$ cat src/rtl/led_ind_pkg.sv
// Purpose : shared mode/state encodings for the LED indication driver.
// Latency : n/a (declarations only).
// Backpr. : n/a.
package led_ind_pkg;

  // Indication modes as presented on the mode input.
  localparam logic [1:0] MODE_OFF  = 2'd0;
  localparam logic [1:0] MODE_ON   = 2'd1;
  localparam logic [1:0] MODE_SLOW = 2'd2;
  localparam logic [1:0] MODE_FAST = 2'd3;

  // Pulse counter width; covers bursts of up to 15 flash pairs.
  localparam int PULSE_W = 4;

  typedef enum logic [1:0] {
    PAT     = 2'd0,
    ACK_ON  = 2'd1,
    ACK_OFF = 2'd2
  } state_t;

  // LED level when a pattern (re)starts from phase 0: blink modes start lit.
  function automatic logic pat_start_level(input logic [1:0] m);
    return (m != MODE_OFF);
  endfunction

endpackage

$ cat src/rtl/blink_timer.sv
// Purpose : phase counter with clear and run-time half-period limit.
// Latency : tc is combinational from the count; the count updates every clk.
// Backpr. : none; free-running unless cleared.
//
// Ports:
//   clk, rst : clock, asynchronous active-high reset
//   clr      : force the count back to 0 on the next edge
//   limit    : half-period length in cycles (>=1); one extra bit so a limit
//              of 2**CNT_W is still representable
//   tc       : high while the count equals limit-1; the count wraps to 0
module blink_timer #(
  parameter int CNT_W = 25
) (
  input  logic             clk,
  input  logic             rst,
  input  logic             clr,
  input  logic [CNT_W:0]   limit,
  output logic             tc
);

  logic [CNT_W-1:0] r_cnt;
  logic [CNT_W:0]   w_last;

  assign w_last = limit - (CNT_W+1)'(1);
  assign tc     = ({1'b0, r_cnt} == w_last);

  // Wrap by compare-and-clear, never by overflow.
  always_ff @(posedge clk or posedge rst) begin
    if (rst) begin
      r_cnt <= '0;
    end else if (clr || tc) begin
      r_cnt <= '0;
    end else begin
      r_cnt <= r_cnt + CNT_W'(1);
    end
  end

endmodule

$ cat src/rtl/led_ind_ctl.sv
// Purpose : drives one LED with off/on/slow/fast patterns plus ack flash bursts.
// Latency : mode change visible on led two edges after mode is first sampled; ack one edge.
// Backpr. : none; a new ack restarts the burst, nothing is queued.
//
// Ports:
//   clk, rst : clock, asynchronous active-high reset
//   mode     : 0 off, 1 on, 2 slow blink, 3 fast blink
//   ack      : single-cycle flash-burst request
//   led      : registered LED drive, 1 = lit
//   busy     : registered, high for the whole flash burst
module led_ind_ctl
  import led_ind_pkg::*;
#(
  parameter int SLOW_HALF  = 25_000_000,
  parameter int FAST_HALF  = 6_250_000,
  parameter int ACK_HALF   = 2_500_000,
  parameter int ACK_PULSES = 3,
  parameter int CNT_W      = 25
) (
  input  logic       clk,
  input  logic       rst,
  input  logic [1:0] mode,
  input  logic       ack,
  output logic       led,
  output logic       busy
);

  localparam logic [CNT_W:0]   SLOW_LIM  = (CNT_W+1)'(SLOW_HALF);
  localparam logic [CNT_W:0]   FAST_LIM  = (CNT_W+1)'(FAST_HALF);
  localparam logic [CNT_W:0]   ACK_LIM   = (CNT_W+1)'(ACK_HALF);
  localparam logic [PULSE_W-1:0] PULSE_END = PULSE_W'(ACK_PULSES);

  state_t             r_state;
  state_t             w_nxt_state;
  logic [1:0]         r_mode_q;
  logic               r_mode_chg;
  logic               r_led;
  logic               r_busy;
  logic [PULSE_W-1:0] r_pulse;

  logic               w_nxt_led;
  logic               w_nxt_busy;
  logic [PULSE_W-1:0] w_nxt_pulse;
  logic [PULSE_W-1:0] w_pulse_inc;
  logic               w_clr;
  logic               w_tc;
  logic [CNT_W:0]     w_limit;

  // One timer serves both the pattern and the flash phases.
  assign w_limit = (r_state != PAT)          ? ACK_LIM  :
                   (r_mode_q == MODE_FAST)   ? FAST_LIM : SLOW_LIM;

  blink_timer #(
    .CNT_W (CNT_W)
  ) u_timer (
    .clk   (clk),
    .rst   (rst),
    .clr   (w_clr),
    .limit (w_limit),
    .tc    (w_tc)
  );

  always_ff @(posedge clk or posedge rst) begin
    if (rst) begin
      r_state <= PAT;
    end else begin
      r_state <= w_nxt_state;
    end
  end

  always_comb begin
    w_nxt_state = r_state;
    w_nxt_led   = r_led;
    w_nxt_busy  = r_busy;
    w_nxt_pulse = r_pulse;
    w_clr       = 1'b0;
    w_pulse_inc = r_pulse + PULSE_W'(1);

    if (ack) begin
      // Ack wins over everything, including a burst already running.
      w_nxt_state = ACK_ON;
      w_nxt_led   = 1'b1;
      w_nxt_busy  = 1'b1;
      w_nxt_pulse = '0;
      w_clr       = 1'b1;
    end else begin
      case (r_state)
        PAT: begin
          w_nxt_busy = 1'b0;
          if (r_mode_chg) begin
            // mode_q took a new value last edge: restart from phase 0.
            w_clr     = 1'b1;
            w_nxt_led = pat_start_level(r_mode_q);
          end else begin
            case (r_mode_q)
              MODE_OFF: w_nxt_led = 1'b0;
              MODE_ON:  w_nxt_led = 1'b1;
              default:  if (w_tc) w_nxt_led = ~r_led;
            endcase
          end
        end
        ACK_ON: begin
          if (w_tc) begin
            w_nxt_state = ACK_OFF;
            w_nxt_led   = 1'b0;
          end
        end
        ACK_OFF: begin
          if (w_tc) begin
            if (w_pulse_inc == PULSE_END) begin
              // Burst done: resume the latest mode from phase 0.
              w_nxt_state = PAT;
              w_nxt_busy  = 1'b0;
              w_nxt_pulse = '0;
              w_clr       = 1'b1;
              w_nxt_led   = pat_start_level(r_mode_q);
            end else begin
              w_nxt_state = ACK_ON;
              w_nxt_led   = 1'b1;
              w_nxt_pulse = w_pulse_inc;
            end
          end
        end
        default: begin
          w_nxt_state = PAT;
          w_nxt_led   = 1'b0;
          w_nxt_busy  = 1'b0;
          w_nxt_pulse = '0;
          w_clr       = 1'b1;
        end
      endcase
    end
  end

  always_ff @(posedge clk or posedge rst) begin
    if (rst) begin
      r_mode_q   <= MODE_OFF;
      r_mode_chg <= 1'b0;
      r_led      <= 1'b0;
      r_busy     <= 1'b0;
      r_pulse    <= '0;
    end else begin
      r_mode_q   <= mode;
      r_mode_chg <= (mode != r_mode_q);
      r_led      <= w_nxt_led;
      r_busy     <= w_nxt_busy;
      r_pulse    <= w_nxt_pulse;
    end
  end

  assign led  = r_led;
  assign busy = r_busy;

endmodule

$ cat config.mk
export PLATFORM = sky130hd
export DESIGN_NAME = led_ind_ctl
export DESIGN_NICKNAME = d
export VERILOG_FILES = /design/src/rtl/led_ind_pkg.sv /design/src/rtl/blink_timer.sv /design/src/rtl/led_ind_ctl.sv
export SDC_FILE = /design/constraint.sdc
export NUM_CORES = 1
export LEC_CHECK = 0
export CORE_ASPECT_RATIO = 1.5
export CORE_MARGIN = 2
export CORE_UTILIZATION = 42
export CTS_CLUSTER_SIZE = 8
export DETAILED_ROUTE_END_ITERATION = 10
export MAX_ROUTING_LAYER = met4
export SLEW_MARGIN = 5
export SYNTH_ARGS = -nofsm -noshare
export SYNTH_HDL_FRONTEND = slang
export SYNTH_HIERARCHICAL = 1
export SYNTH_SLANG_ARGS = --single-unit
$ cat constraint.sdc
create_clock -name clk -period 17.35 [get_ports clk]
set_clock_uncertainty 0.1 [all_clocks]
set_input_delay 3.47 -clock clk [delete_from_list [all_inputs] [get_ports clk]]
set_output_delay 3.47 -clock clk [all_outputs]
set_load 0.01 [all_outputs]
==> reports/results.ini <==
[setup_path]
r2r_start=r_state[0]
rr_worst_depth=19
end_kind=flop
reg2reg_slack_ps=11320
crit_type=flop to flop
required_ps=17420
critPathArrivalTime_ps=6090
crit_fanout=29
r2r-end=u_timer/r_cnt[17]
startpoint_type=flop

[synthesis]
synthCells=333
synth_warnings=6
synthMuxAreaShare=0.0108
synth_xor_area_frac=0.163
ys_seq_area_frac=0.310
synth_flop_cell=dfrtp_1
async_flop_share=1.00
synth-simple-area-share=0.261
yosys.area_share.adder=0.0172
synth_seq_cells=36
synth_edf_count=0
synth.avg_cell_area_um2=8.73
synth_top_family_by_area=simple AND/OR/NAND/NOR gates
mappedNetlistArea_mm2=0.00291
synth_compound_area_frac=0.187
synthDistinctLibCells=66

[clock_network]
clk-insertion-delay-late_ps=300
postCtsResizedCells=0
cts.clk_slew.worst_paths_ps=80
htree_levels=2
cts_buffer_depth=2
cts_buffers=5
numClockSinks=36
clockRootBuffer=clkbuf_8
hold_buffers=0
tritoncts=done
post_cts_buffers=0

[die]
ios=7
dieWidth_um=71.9
die_h_um=106
core_area_mm2=0.00681
placementRows=37
start_util=0.427
dieArea_mm2=0.00762

[detailed_routing]
drt_wl_total_um=6730
drtIter0Drc=119
final_antenna_net_count=0
drcViolationCount=0
num_vias=2489
wire_per_inst_um=15.1
drt-vias-per-instance=5.59
firstDrtPassIters=4

[final_layout]
drive_gt1_frac=0.0627
nNetsFinal=375
diodes=0
multiInputGateArea_mm2=0.00199
final_cell_mix=xnor2_1 (36), dfrtp_1 (36), conb_1 (34)
seqCellArea_um2=901
nFillCells=670
area_delta_synth_final_pct=10.5

[timing]
worstMarginPinSlew_ps=988
hold_violations=0
finalCritPeriodShare=0.347
maxClockFrequency_ghz=0.166
period_minus_slack_ps=6030
finalSetupViolCount=0
maxSlewHeadroom=0.341
drv_slew=0
whs_ps=413
rsz0062_at_grt=false
timing.final.ws_setup_ps=11320
tns_ps=0

[power]
p_leak_nw=1.23
power_density_mw_per_mm2=51.2
finalPower_mw=0.165
ir_drop_v=0.0000266

[worst_hold_path]
min-delay-start=u_timer/r_cnt[0]
whs_path_depth=1
hold_end=u_timer/r_cnt[0]
min_path_type=flop to flop

[global_routing]
grtUsageTotal=0.193
grt_max_degree=30
grt_pass1_vias=2466
grt_pass1_wl_um=11400
antenna_found_initial=0
grt_overflow_total=0

[placed_design]
gp_congestion=0.920
io_buffer_count=6
detailed_place_hpwl_um=4990
dp_slack_ps=11410

[status]
status=finished clean

[job]
drv_cap=0

## state kept, by name, summed over array words and instances (netlist names)
signal         count
r_state            2
r_mode_q           2
led                1
r_pulse            4
u_timer/r_cnt     25
busy               1
r_mode_chg         1
## power by group
part	switching [mW]	internal, mW	leakage [nW]	total [mW]
logic	0.00798	0.00570	0.707	0.0137
registers	0.00137	0.0850	0.479	0.0864
clock network	0.0322	0.0323	0.0445	0.0646
total	0.0416	0.123	1.23	0.165
## logic make-up after synthesis
kind of cell / count (synthesis)
XOR/XNOR: 54
other: 2
multiplexers: 3
flip-flops: 36
AND/OR/NAND/NOR: 132
buffers and inverters: 29
AO/OA/AOI/OAI: 73
adder cells (fa/ha/maj): 4
## worst max-delay path by stage
stage / start / to / cells after the start
final: r_state[0] / u_timer/r_cnt[17] / 19
after global routing: r_state[0] / u_timer/r_cnt[15] / 19
after CTS: r_state[0] / u_timer/r_cnt[17] / 19
after detailed placement: r_state[0] / u_timer/r_cnt[17] / 19
after global placement: r_state[0] / u_timer/r_cnt[17] / 18
after floorplan: r_state[1] / u_timer/r_cnt[10] / 21
## critical path: stages, from the launching register on
cell	delay, ps
dfrtp_1	530
nor2_2	150
buf_4	310
inv_1	340
a21oi_1	490
inv_1	330
or4_1	550
o41ai_2	390
a21oi_1	110
a31oi_1	160
nand4_1	140
a2111oi_4	200
buf_4	340
and2_1	390
and3_1	210
o211a_1	140
or4_1	120
a21o_1	620
or2_2	230
a21oi_1	30
## per-layer routing
layer / vias up / track usage / share of wire
met2: 37 / 0.347 / 0.52
met3: 16 / 0.0249 / 0.021
met1: 1181 / 0.216 / 0.43
met4: 0 / 0.0647 / 0.023
li1: 1255 / - / -
met5: - / - / 0
## Yosys cell counts (all sizes together), types with 5 or more instances
library cell | number | share of area
nand2 | 16 | 0.021
nand4 | 15 | 0.032
nor3 | 13 | 0.022
buf | 7 | 0.020
a21oi | 16 | 0.029
inv | 14 | 0.018
a211oi | 17 | 0.044
xor2 | 18 | 0.054
and2 | 5 | 0.011
o21ai | 8 | 0.014
xnor2 | 36 | 0.11
nor2 | 22 | 0.029
nor4 | 7 | 0.020
nand3 | 12 | 0.021
and3 | 7 | 0.015
nand2b | 7 | 0.015
dfrtp | 36 | 0.31
clkbuf | 8 | 0.011
## area by class of cell
class / instances / area share
tap: 78 / 0.0304
timing repair buffer: 9 / 0.0257
clock inverter: 1 / 0.00234
sequential: 36 / 0.280
inverter: 14 / 0.0164
clock buffer: 7 / 0.0269
multi-input combinational: 300 / 0.618
## metrics by stage
stage | instance area (um2) | std cells | util
2_1_floorplan | 3030 | 365 | -
6_report | 3210 | 445 | 0.472
5_1_grt | 3210 | 445 | 0.472
3_3_place_gp | 3120 | 437 | 0.458
4_1_cts | 3210 | 445 | 0.472
3_5_place_dp | 3120 | 437 | 0.458
(Power assumes the default switching activity.)
